===== src/rtl/fifo_rd_unpacker.sv =====
// Pops IN_W-bit FIFO words and emits them as OUT_W-bit valid/ready beats, lowest lane first.
// First beat appears 2 cycles after a pop. Beats are held stable under backpressure, and the next word is prefetched on the last handshake.
module fifo_rd_unpacker #(
  parameter int IN_W  = 128,
  parameter int OUT_W = 32,
  parameter int CNT_W = 16
) (
  input  logic             clk,
  input  logic             rstn,
  input  logic             i_empty,
  output logic             o_rden,
  input  logic [IN_W-1:0]  i_rddata,
  output logic             o_valid,
  input  logic             i_ready,
  output logic [OUT_W-1:0] o_data,
  output logic             o_last,
  output logic             o_busy,
  output logic [CNT_W-1:0] o_word_cnt
);
  localparam int LANES  = IN_W / OUT_W;
  localparam int LANE_W = (LANES > 1) ? $clog2(LANES) : 1;
  localparam logic [LANE_W-1:0] LAST_LANE = LANE_W'(LANES - 1);

  typedef enum logic [1:0] {
    IDLE = 2'd0,
    WAIT = 2'd1,
    SEND = 2'd2
  } state_t;

  state_t             state_q, state_d;
  logic [LANE_W-1:0]  lane_q, lane_d;
  logic [IN_W-1:0]    hold_q, hold_d;
  logic [CNT_W-1:0]   cnt_q, cnt_d;
  logic               last_lane;
  logic               rden;
  logic [OUT_W-1:0]   beat;

  assign last_lane = (lane_q == LAST_LANE);

  always_comb begin
    beat = '0;
    for (int l = 0; l < LANES; l++) begin
      if (lane_q == LANE_W'(l)) beat = hold_q[l*OUT_W +: OUT_W];
    end
  end

  always_comb begin
    state_d = state_q;
    lane_d  = lane_q;
    hold_d  = hold_q;
    cnt_d   = cnt_q;
    rden    = 1'b0;
    case (state_q)
      IDLE: begin
        if (!i_empty) begin
          rden    = 1'b1;
          state_d = WAIT;
        end
      end
      WAIT: begin
        hold_d  = i_rddata;
        lane_d  = '0;
        state_d = SEND;
      end
      SEND: begin
        if (i_ready) begin
          if (last_lane) begin
            cnt_d = cnt_q + CNT_W'(1);
            // Prefetch the next word on the final handshake to keep one bubble per word.
            if (!i_empty) begin
              rden    = 1'b1;
              state_d = WAIT;
            end else begin
              state_d = IDLE;
            end
          end else begin
            lane_d = lane_q + LANE_W'(1);
          end
        end
      end
      default: state_d = IDLE;
    endcase
  end

  always_ff @(posedge clk) begin
    if (rstn) begin
      state_q <= IDLE;
      lane_q  <= '0;
      hold_q  <= '0;
      cnt_q   <= '0;
    end else begin
      state_q <= state_d;
      lane_q  <= lane_d;
      hold_q  <= hold_d;
      cnt_q   <= cnt_d;
    end
  end

  // Outputs are forced quiet while reset is asserted, even before the state register clears.
  assign o_rden     = rden & ~rstn;
  assign o_valid    = (state_q == SEND) & ~rstn;
  assign o_data     = o_valid ? beat : '0;
  assign o_last     = o_valid & last_lane;
  assign o_busy     = (state_q != IDLE) & ~rstn;
  assign o_word_cnt = cnt_q;

endmodule


===== config.mk =====
export PLATFORM = sky130hd
export DESIGN_NAME = fifo_rd_unpacker
export DESIGN_NICKNAME = d
export VERILOG_FILES = /design/src/rtl/fifo_rd_unpacker.sv
export SDC_FILE = /design/constraint.sdc
export NUM_CORES = 1
export LEC_CHECK = 0
export ABC_CLOCK_PERIOD_IN_PS = 1800
export CAP_MARGIN = 20
export CORE_MARGIN = 3
export CORE_UTILIZATION = 29
export DETAILED_ROUTE_END_ITERATION = 8
export GPL_ROUTABILITY_DRIVEN = 0
export HOLD_SLACK_MARGIN = 0.05
export PLACE_DENSITY = 0.62
export SLEW_MARGIN = 20
export SYNTH_ARGS = -nofsm -noshare
export SYNTH_HDL_FRONTEND = slang
export SYNTH_SLANG_ARGS = --single-unit

===== constraint.sdc =====
create_clock -name clk -period 1.8 [get_ports clk]
set_clock_uncertainty 0.15 [all_clocks]
set_input_delay 0.27 -clock clk [delete_from_list [all_inputs] [get_ports clk]]
set_output_delay 0.27 -clock clk [all_outputs]
set_load 0.05 [all_outputs]

Yosys cells after proc, flatten, opt, wreduce, memory -nomap -nowiden
Cells that the tools add are included. Widths: inputs -> output; s select.

Bitwise operators: 5. Equality and inequality tests: 9. Mux-type cells: 17. Reduce and logical (&&, ||, !) cells: 7. Add/subtract/negate cells: 2.

Operator list (number): $mux 32 (5); $add 16x1->16 const B (1); $mux 2 (5); $reduce_and 3->1 (3); $ne 2x2->1 const B (4); $eq 2x2->1 const B (3); $pmux 2 s3 (1); $and 1x1->1 (4); $eq 2x1->1 const B (2); $logic_not 2->1 (2); $mux 1 (4); $pmux 2 s2 (1); $reduce_bool 2->1 (2); $add 2x1->2 const B (1); $pmux 1 s2 (1); $not 1->1 (1).

Word-level logic and storage cells: 44. Input bits: 132. Flip-flop bits (word level): 148.

Logic depth before layout (Yosys ltp)
Depth in word-level cells: 6. Depth in mapped cells: 8. Gate-level depth less buffers: 6.

Least setup slack after synthesis
Ideal clock, no wire load.

Path kind: reg2out. Start: register lane_q[0]. End: output port o_rden. Stages on the path, launching flop included: 6. Arrival time: 3519 ps. Path slack: -2139 ps. Cells stage by stage: dfxtp_1 > ha_1 > buf_4 > nand4b_4 > clkbuf_1 > a2111oi_0.

Word-level cells in the longest chain between the ends: 5.

RTL lines: from (decl) (RTL line 31) `logic [LANE_W-1:0] lane_q, lane_d;`; from (signal assigned) (RTL line 93) `lane_q <= lane_d;`; $eq 2x2->1 (RTL line 38) `assign last_lane = (lane_q == LAST_LANE);`; $mux 1 (RTL line 67) `if (last_lane) begin`; $mux 1 (RTL line 66) `if (i_ready) begin`; $pmux 1 s2 (RTL line 53) `case (state_q)`; $and 1x1->1 (RTL line 100) `assign o_rden = rden & ~rstn;`; to (decl) (RTL line 11) `output logic o_rden,`.

No other way between the ends.

Final worst setup path
Start: register lane_q[1]. End: output port o_data[14].

Word-level cells in the longest chain between the ends: 6. Elaborated cells on any way between the ends: 9. Those cells by class: 3 x eq/ne; 5 x mux; 1 x reduce/logical.

RTL lines: $logic_not 2->1 (RTL line 43) `if (lane_q == LANE_W'(l)) beat = hold_q[l*OUT_W +: OUT_W];`; $mux 32 (3 in series) (RTL line 43); $mux 32 (*) (RTL line 43); $mux 32 (*) (RTL line 102) `assign o_data = o_valid ? beat : '0;`; to (decl) (RTL line 15) `output logic [OUT_W-1:0] o_data,`.

Every way passes the cells marked *; elsewhere a longest branch is shown, timed or not.

==> results.toml <==
[routing]
first_iter_violations = 387
viasPerCell = 4.854
drc = 0
dr.pass1.iters = 5
wl_per_cell_um = 16.32
finalWirelength_um = 22770
postRouteAntennaNets = 0
via_count = 6771

[cts]
hold_buffers = 0
cts_tree = "yes"
htreeDepth = 4
clk_transition_reported_paths_ns = 0.07
clk_path_buf_depth = 2
clkSinkCount = 148
clkLatencyLatePin_ns = 0.42
clockRootBuffer = "clkbuf_16"
cts_made_buffers = 17

[power_and_ir_drop]
ir_drop_v = 0.0006178
p_sw_share_pct = 25.44
p_int_mw = 6.325
power_density_nw_per_um2 = 736.0
clockPowerShare_pct = 44.2
comb_power_share_pct = 14.5
power_leakage_nw = 4.039
p_switching_mw = 2.158
finalPower_mw = 8.484
seqPwrFrac_pct = 41.3

[logic_synthesis]
synth_area_leaders = "dfxtp_1, nand2_1, a21oi_1, mux2i_1, o21ai_0"
yosysSeqAreaShare_pct = 45.57
synth_edf_count = 0
synth_fp_nets = 1031
synth-seq-cells = 148
ys_types = 36
syn_area_um2 = 6501
synth-main-ff-cell = "dfxtp_1"
syn_avg_cell_area_um2 = 7.272
synth_top_area_cell = "dfxtp_1"
netlist_instances = 894
synthArstFlopShare_pct = 0
synthTopCellsByCount = "nand2_1, dfxtp_1, a21oi_1"
yosysWarningCount = 0
synth_top_area_share_pct = 45.57
yosysMostFrequentCell = "nand2_1"

[final_layout]
nFillCells = 2015
seqCellArea_um2 = 2990
drive_above_1_share_pct = 28.21
syn_to_final_growth_pct = 77.31
multiInputGateArea_um2 = 4247
final_core_util_pct = 52.50
instances_no_fill = 1395
fin_nets = 1237

[status]
violations = "negative setup slack"
outcome = "finished with violations"

[placed_design]
place_ws_ns = -0.2701
port_buffers = 183
dp.cells = 1333
hpwlAfterDp_um = 13700

[floorplanning]
io_pins = 184
fp.dieH_um = 155.7
die_area_um2 = 24250
start_util_pct = 29.61
fp.dieW_um = 155.7
rows = 54
core_um2 = 21960

[worst_setup_path]
critPathRequiredTime_ns = 1.38
crit_fanout = 11
r2r-start = "lane_q[0]"
criticalPathCategory = "flop to primary output"
cp-end-kind = "primary output"
start_kind = "flop"
crit_path_start = "lane_q[1]"
cp.arrival_ns = 1.99

[timing]
setup-violations-final = 44
setup_ws_ns = -0.6143
fin_hold_ws_ns = 0.2325
relSlewSlack_pct = 49.83
final.period_utilization_pct = 134.1
finalCriticalPeriod_ns = 2.414
slew_violations = 0
rsz0062_at_grt = "true"
fmax_mhz = 414.2
hold_violations = 0
worst_slew_pin_slew_ns = 0.7526

[global_route]
antenna_found_initial = 3
grt_pass1_vias = 6431
grtUsageTotal_pct = 17.64
grt_max_degree = 153
grt_pass1_wl_um = 34050
overflow = 0

[worst_hold_path]
holdCritStartpoint = "i_rddata[58]"
hold_path.class = "primary input to flop"

[flow_run]
cap_violations = 0
==> cells in the final DEF, fill, tap and decap left out, types with 4 or more instances in the layout <==
master,n
nor2_1,16
nor3_4,4
inv_6,5
dfxtp_1,134
mux2i_1,10
clkdlybuf4s50_1,130
dfxtp_4,4
mux2i_2,15
o21ai_4,39
ha_4,4
nand2_1,320
nand2_2,6
mux2i_4,8
a21oi_1,133
buf_12,49
nand4_1,4
nand3_1,21
o21ai_2,23
buf_4,49
xnor2_1,8
dfxtp_2,10
nand3_2,12
clkbuf_16,25
buf_16,9
buf_6,14
==> sequential cells by signal, indices dropped and copies added (netlist names) <==
register,cells
state_q,2
o_word_cnt,16
hold_q,128
lane_q,2
==> power by group through the flow <==
| stage | Clock [mW] | Sequential [mW] | Combinational (mW) |
|---|---|---|---|
| after CTS | 3.83 | 3.50 | 1.14 |
| after global placement | 0 | 3.56 | 1.04 |
| final | 3.75 | 3.50 | 1.23 |
| after floorplan | 0 | 3.55 | 0.514 |
| after detailed placement | 0 | 3.56 | 1.04 |
| after global routing | 3.97 | 3.52 | 1.33 |
==> metal layers <==
metal | global-route usage, % | wire, µm | vias to the layer above
met4 | 5.845 | 434 | 2
met3 | 4.605 | 1265 | 27
li1 | - | - | 3403
met1 | 23.52 | 10250 | 3160
met5 | 0 | 20 | -
met2 | 27.94 | 10800 | 179
==> kinds of logic after synthesis <==
| kind of cell | synth area share (%) |
|---|---|
| XOR/XNOR | 1.213 |
| buffers and inverters | 4.734 |
| adder cells (fa/ha/maj) | 0.9623 |
| multiplexers | 5.427 |
| AO/OA/AOI/OAI | 16.40 |
| flip-flops | 45.57 |
| AND/OR/NAND/NOR | 25.69 |
==> worst paths after layout <==
path | depth (start not counted) | slack [ns] | to
setup reg to reg | 8 | -0.38 | o_word_cnt[14]
hold reg to reg | 2 | 0.31 | hold_q[47]
hold / removal | 3 | 0.23 | hold_q[58]
setup / recovery | 9 | -0.61 | o_data[14]
==> final cells by class <==
class | count | share of cell area (%)
clock buffer | 19 | 3.929
antenna | 2 | 0.04342
clock inverter | 13 | 1.476
sequential | 148 | 25.94
tap | 280 | 3.039
timing repair buffer | 260 | 28.37
inverter | 7 | 0.3582
multi-input combinational | 666 | 36.84
==> through the flow <==
step	cell area [µm²]	setup TNS, ns
after floorplan	7073	-6.175
after global placement	9729	-8.562
after detailed placement	9729	-9.071
after CTS	10960	-19.62
after global routing	11530	-23.65
final	11530	-19.87
==> worst max-delay path, cell delays in order, from the launching register on <==
cell and delay [ns]:
dfxtp_4 0.37, inv_6 0.04, ha_4 0.17, buf_12 0.14, clkbuf_16 0.18, o21ai_2 0.14
mux2i_1 0.09, buf_4 0.14, o21ai_4 0.13, buf_12 0.15
==> what timing repair did <==
item | CTS | global route
setup endpoints to repair | 45 | 51
pin swaps | 18 | 31
gates resized for setup | 111 | 70
cloned | 6 | 9
buffers inserted | 6 | 10
Note: power is estimated with default switching activity, not from simulation.
